--- src/rtl/c3lib_ckdiv_prog.sv ---
// Programmable integer clock divider with glitch-free ratio changes at period boundaries.
// Optional macro C3LIB_CKDIV_INV_EN adds clk_inv, an output-polarity select latched on each wrap.
module c3lib_ckdiv_prog #(
    parameter int DIV_W   = 4,
    parameter int DIV_RST = 2
) (
    input  logic             clk,
    input  logic             rst_n,
    input  logic [DIV_W-1:0] div_ratio,
    input  logic             div_req,
`ifdef C3LIB_CKDIV_INV_EN
    input  logic             clk_inv,
`endif
    output logic             div_ack,
    output logic             clk_out,
    output logic             clk_en,
    output logic             busy,
    output logic             dbg_state
);

    // Handshake: div_req is a one-cycle request sampled on every edge (never
    // back-pressured; a later request overwrites a pending one). busy is high
    // while a captured ratio waits for the period boundary, and div_ack pulses
    // for exactly one cycle when that ratio becomes active.

    localparam logic [DIV_W-1:0] N_MIN = DIV_W'(2);
    localparam logic [DIV_W-1:0] N_RST = (DIV_RST < 2) ? N_MIN : DIV_W'(DIV_RST);

    typedef enum logic {
        IDLE = 1'b0,
        PEND = 1'b1
    } state_t;

    state_t           state;
    state_t           state_nxt;
    logic [DIV_W-1:0] cnt;
    logic [DIV_W-1:0] cnt_nxt;
    logic [DIV_W-1:0] n_act;
    logic [DIV_W-1:0] n_nxt;
    logic [DIV_W-1:0] shadow;
    logic [DIV_W-1:0] shadow_nxt;
    logic [DIV_W-1:0] req_val;
    logic [DIV_W-1:0] half;
    logic             wrap;
    logic             ack_nxt;
    logic             out_nxt;
    logic             inv_q;

    assign req_val = (div_ratio < N_MIN) ? N_MIN : div_ratio;
    assign wrap    = (cnt == (n_act - DIV_W'(1)));
    assign half    = n_act >> 1;
    assign cnt_nxt = wrap ? '0 : cnt + DIV_W'(1);

    // clk_out is a pure register of the current count, so the period boundary
    // (cnt == n_act-1) always lands in the low phase before a new ratio applies.
    assign out_nxt = (cnt < half) ^ inv_q;

`ifdef C3LIB_CKDIV_INV_EN
    always_ff @(posedge clk or negedge rst_n) begin
        if (!rst_n) begin
            inv_q <= 1'b0;
        end else if (wrap) begin
            inv_q <= clk_inv;
        end
    end
`else
    assign inv_q = 1'b0;
`endif

    always_ff @(posedge clk or negedge rst_n) begin
        if (!rst_n) begin
            state <= IDLE;
        end else begin
            state <= state_nxt;
        end
    end

    always_comb begin
        state_nxt  = state;
        shadow_nxt = shadow;
        n_nxt      = n_act;
        ack_nxt    = 1'b0;
        case (state)
            IDLE: begin
                if (div_req) begin
                    shadow_nxt = req_val;
                    state_nxt  = PEND;
                end
            end
            PEND: begin
                if (wrap) begin
                    // A request landing on the wrap edge beats the older shadow.
                    n_nxt      = div_req ? req_val : shadow;
                    shadow_nxt = n_nxt;
                    ack_nxt    = 1'b1;
                    state_nxt  = IDLE;
                end else if (div_req) begin
                    shadow_nxt = req_val;
                end
            end
            default: begin
                state_nxt = IDLE;
            end
        endcase
    end

    always_ff @(posedge clk or negedge rst_n) begin
        if (!rst_n) begin
            cnt     <= '0;
            n_act   <= N_RST;
            shadow  <= N_RST;
            clk_out <= 1'b0;
            clk_en  <= 1'b0;
            div_ack <= 1'b0;
        end else begin
            cnt     <= cnt_nxt;
            n_act   <= n_nxt;
            shadow  <= shadow_nxt;
            clk_out <= out_nxt;
            clk_en  <= out_nxt & ~clk_out;
            div_ack <= ack_nxt;
        end
    end

    assign busy      = (state == PEND);
    assign dbg_state = state;

endmodule

--- config.mk ---
export PLATFORM = sky130hd
export DESIGN_NAME = c3lib_ckdiv_prog
export DESIGN_NICKNAME = d
export VERILOG_FILES = /design/src/rtl/c3lib_ckdiv_prog.sv
export SDC_FILE = /design/constraint.sdc
export NUM_CORES = 1
export LEC_CHECK = 0
export ABC_AREA = 1
export CAP_MARGIN = 15
export CELL_PAD_IN_SITES_DETAIL_PLACEMENT = 1
export CELL_PAD_IN_SITES_GLOBAL_PLACEMENT = 1
export CORE_ASPECT_RATIO = 1.2
export CORE_MARGIN = 2
export CORE_UTILIZATION = 38
export DETAILED_ROUTE_END_ITERATION = 10
export PLACE_DENSITY = 0.78
export SETUP_SLACK_MARGIN = 0.3
export SKIP_CTS_REPAIR_TIMING = 1
export SLEW_MARGIN = 20
export SYNTH_ARGS = -nofsm -noshare
export SYNTH_HDL_FRONTEND = slang
export SYNTH_SLANG_ARGS = --single-unit
--- constraint.sdc ---
create_clock -name clk -period 2.2 [get_ports clk]
set_input_delay 0.33 -clock clk [delete_from_list [all_inputs] [get_ports clk]]
set_output_delay 0.33 -clock clk [all_outputs]
set_load 0.01 [all_outputs]
**After elaboration in Yosys (flattened, before gate mapping)**

Cells that the tools add are included.

- Register bits: 16
- Bits in latches: 0
- Bits in writable memories: 0
- Memory bits (read-only): 0
- Bits of input ports: 7
- Output and inout bits: 5
- Word-level logic and storage cells: 24
- Memories kept: 0

- $add $sub $neg: 2
- $mul: 0
- Div/mod/pow operators: 0
- Order comparisons: 2
- Equal/unequal tests: 1
- Shift-type cells: 0
- Mux-type cells: 8
- Bitwise operators: 3
- Reductions and logical operators: 1

Operators with widths:

| operator | number |
|---|---|
| two-way mux 4 bit | 3 |
| adder 4 x 1 -> 4 bit, second input constant | 1 |
| == test 4 bit | 1 |
| < comparator 4 x 2 -> 1 bit, second input constant | 1 |
| < comparator 4 x 3 -> 1 bit | 1 |
| two-way mux 1 bit | 4 |
| subtractor 4 x 1 -> 4 bit, second input constant | 1 |
| NOT 1 bit | 2 |
| case mux 1 bit (2 select lines) | 1 |
| AND reduction 2 bit | 1 |
| bitwise AND 1 bit | 1 |

**Longest topological paths before layout**

- Word-level depth: 4
- Mapped depth: 11
- Gate-level depth less buffers: 11

**Worst setup path before layout**

OpenSTA, ideal clock, no wires.

- Kind: register -> register
- Start: reg n_act[1]
- End: reg n_act[0]
- Library setup time: 0.117 ns
- Arrival: 1.464 ns
- Required time: 2.083 ns
- Setup slack: 0.619 ns
- Stages on the path, launching flop included: 11
- Path buffers: 0
- Cells stage by stage: dfstp_2 > inv_1 > ha_1 > nand2_1 > inv_1 > nor2_1 > nand2_1 > nor2_4 > nand3_4 > nand2_1 > nand2_1

- Cells in the longest elaborated chain, start to end: 3

Ends and longest elaborated chain:

| item | line | source |
|---|---|---|
| from (decl) | 38 | `logic [DIV_W-1:0] n_act;` |
| from (signal assigned) | 117 | `n_act <= n_nxt;` |
| subtractor 4 x 1 -> 4 bit | 50 | `assign wrap = (cnt == (n_act - DIV_W'(1)));` |
| == test 4 bit | 50 |  |
| AND reduction 2 bit (no line) | n/a |  |

Every way passes these cells.
A chain may end at the register's enable or synchronous reset.

**Final worst setup path**

- Start: reg n_act[1]
- End: reg n_act[3]

Same word-level chain as after synthesis.

==> qor.yml <==
status: "complete, no violations"
drt_iter0_markers: 6
die_h_um: 54.6
clk_latency_ns: 0.28
synthDistinctLibCells: 19
place.detailed.hpwl_um: 1340
clock_sinks: 16
final_cell_mix: "nand2_1 (27), inv_1 (14), dfrtp_1 (14), nor2_1 (12), clkdlybuf4s50_1 (11)"
n_antenna_cell: 0
cts_buffer_depth: 2
r2r_end: "n_act[3]"
finalPower_mw: 1.43
worst_r2r_path_depth: 10
required_ns: 2.38
die_w_um: 46.2
p_leak_nw: 0.513
area_growth_pct: 21.8
skew_ns: 0.00440
cts_buffers: 3
setup_violations: 0
hold_viol_final: 0
syn_area_um2: 811
arrival_ns: 1.93
crit_chain: "inv_1 -> ha_1 -> nand2_1 -> inv_1 -> nor2_1 -> nand2_1 -> nor2_4 -> nand3_4 -> nand2_1 -> nand2_1"
cp-end-kind: "flip-flop"
worstMarginPinSlew_ns: 0.669
min_to: "clk_en"
crit_fanout: 6
route.detailed.drc: 0
hold_path_class: "reg2reg"
h-tree-depth: 1
core_um2: 2050
syn_avg_cell_area_um2: 8.36
routed_wirelength_um: 1690
wl_per_cell_um: 12.0
rows: 18
cp_slowest_cell: "dfstp_2"
yosysWarningCount: 0
fmax_ghz: 0.572
multi_input_area_um2: 340
hold_depth: 1
path_common_cell: "nand2_1"
num_vias: 665
overflow: 0
grt_max_degree: 17
crit_type: "reg2reg"
timing.rr.start: "n_act[1]"
antenna_found_initial: 0
via_per_inst: 4.72
clkTransAtPathRegs_ns: 0.09
power_density_nw_per_um2: 1440
firstDrtPassIters: 3
grt_pass1_vias: 664
ant_nets: 0
fillCellCount: 251
cts_tree: "built"
max_stage_delay_ns: 0.55
cp-start-kind: "flip-flop"
vdd_drop_max_v: 0.000830
timing.setup.tns_ns: 0
min_from: "clk_out"
period_needed_ns: 1.75
die_area_um2: 2520
layout_commonest_cell: "nand2_1"
max-cap-violations: 0
finalNetCount: 123
drive_above_1_share_pct: 10.8
finalCritPeriodShare_pct: 79.5
cts_root_buf: "clkbuf_4"
track_usage_pct: 16.5
initial_core_util_pct: 39.6
port_buffers: 11
synthCells: 97
syn_nets: 108
rsz0062_at_grt: "false"
synth_seq_area_share_pct: 49.7
slew_headroom_pct: 55.3
final-seq-area_um2: 403
grt_pass1_wl_um: 2900
pin_count: 12
place_congestion: 0.785
r2r_slack_ns: 0.45
synth-seq-cells: 16
final_max_slew_viol_count: 0
[sequential cells by signal, summed over array words and instances, names as in the netlist]
register,cells
busy,1
clk_out,1
div_ack,1
cnt,4
clk_en,1
n_act,4
shadow,4
[kinds of logic after synthesis]
kind of cell	after synthesis	share of synthesized area, %
flip-flops	16	49.7
buffers and inverters	17	8.33
AND/OR/NAND/NOR	54	30.7
adder cells (fa/ha/maj)	4	6.17
AO/OA/AOI/OAI	3	1.85
XOR/XNOR	3	3.24
[layer usage]
metal | part of all wire, % | vias to the layer above | GRT usage, % | routed length, um
li1 | - | 331 | - | -
met1 | 47 | 324 | 21.9 | 793
met2 | 50 | 8 | 26.6 | 843
met3 | 2.2 | 2 | 2.97 | 38
met4 | 0.83 | 0 | 5.71 | 14
met5 | 0 | - | 0 | 0
[synth_stat cells]
| master | n | area [um^2] |
|---|---|---|
| a21oi_1 | 2 | 10.0 |
| buf_4 | 1 | 7.51 |
| dfrtp_1 | 14 | 350 |
| dfstp_2 | 2 | 52.6 |
| ha_1 | 4 | 50.1 |
| inv_1 | 14 | 52.6 |
| inv_2 | 2 | 7.51 |
| nand2_1 | 27 | 101 |
| nand2_2 | 2 | 12.5 |
| nand3_1 | 5 | 25.0 |
| nand3_4 | 1 | 17.5 |
| nand4_1 | 4 | 25.0 |
| nor2_1 | 12 | 45.0 |
| nor2_4 | 1 | 11.3 |
| nor3_1 | 1 | 5.00 |
| nor4_1 | 1 | 6.26 |
| o21ai_0 | 1 | 5.00 |
| xnor2_1 | 1 | 8.76 |
| xor2_1 | 2 | 17.5 |
[per-stage QoR]
step | setup slack (ns) | area [um^2] | cells | utilization (%) | hold slack [ns]
6_report | 0.450 | 987 | 141 | 48.2 | 0.442
5_1_grt | 0.306 | 987 | 141 | 48.2 | 0.459
2_1_floorplan | 0.619 | 811 | 97 | - | 0.0344
3_5_place_dp | 0.478 | 951 | 137 | 46.4 | 0.437
3_3_place_gp | 0.540 | 951 | 137 | 46.4 | 0.415
4_1_cts | 0.436 | 987 | 141 | 48.2 | 0.450
[area by class of cell]
cell class,count,area share [%]
Multi-Input combinational cell,64,34.5
Tap cell,30,3.80
Timing Repair Buffer,11,11.2
Sequential cell,16,40.8
Inverter,16,6.08
Clock buffer,4,3.68
[how the worst max path moves through the flow]
stage,startpoint,endpoint,slack (ns),cells past startpoint
6_report,n_act[1],n_act[3],0.45,10
5_1_grt,n_act[1],n_act[3],0.31,10
4_1_cts,n_act[1],n_act[3],0.44,10
3_5_place_dp,n_act[1],n_act[3],0.48,10
3_3_place_gp,n_act[1],n_act[3],0.54,10
2_1_floorplan,n_act[1],n_act[0],0.62,10
[where the power goes]
part	internal, mW	switching [mW]	leakage, nW
Combinational	0.286	0.426	0.299
Clock	0.101	0.0902	0.0210
Sequential	0.411	0.113	0.193
[critical path, delay by kind of cell, from the launching register on]
kind / cells / cell delay, ns
and+or+nand+nor: 7 / 0.73
buffers and inverters: 2 / 0.10
adders and majority gates: 1 / 0.28
DFF: 1 / 0.55
Note: power is estimated with default switching activity, not from simulation.
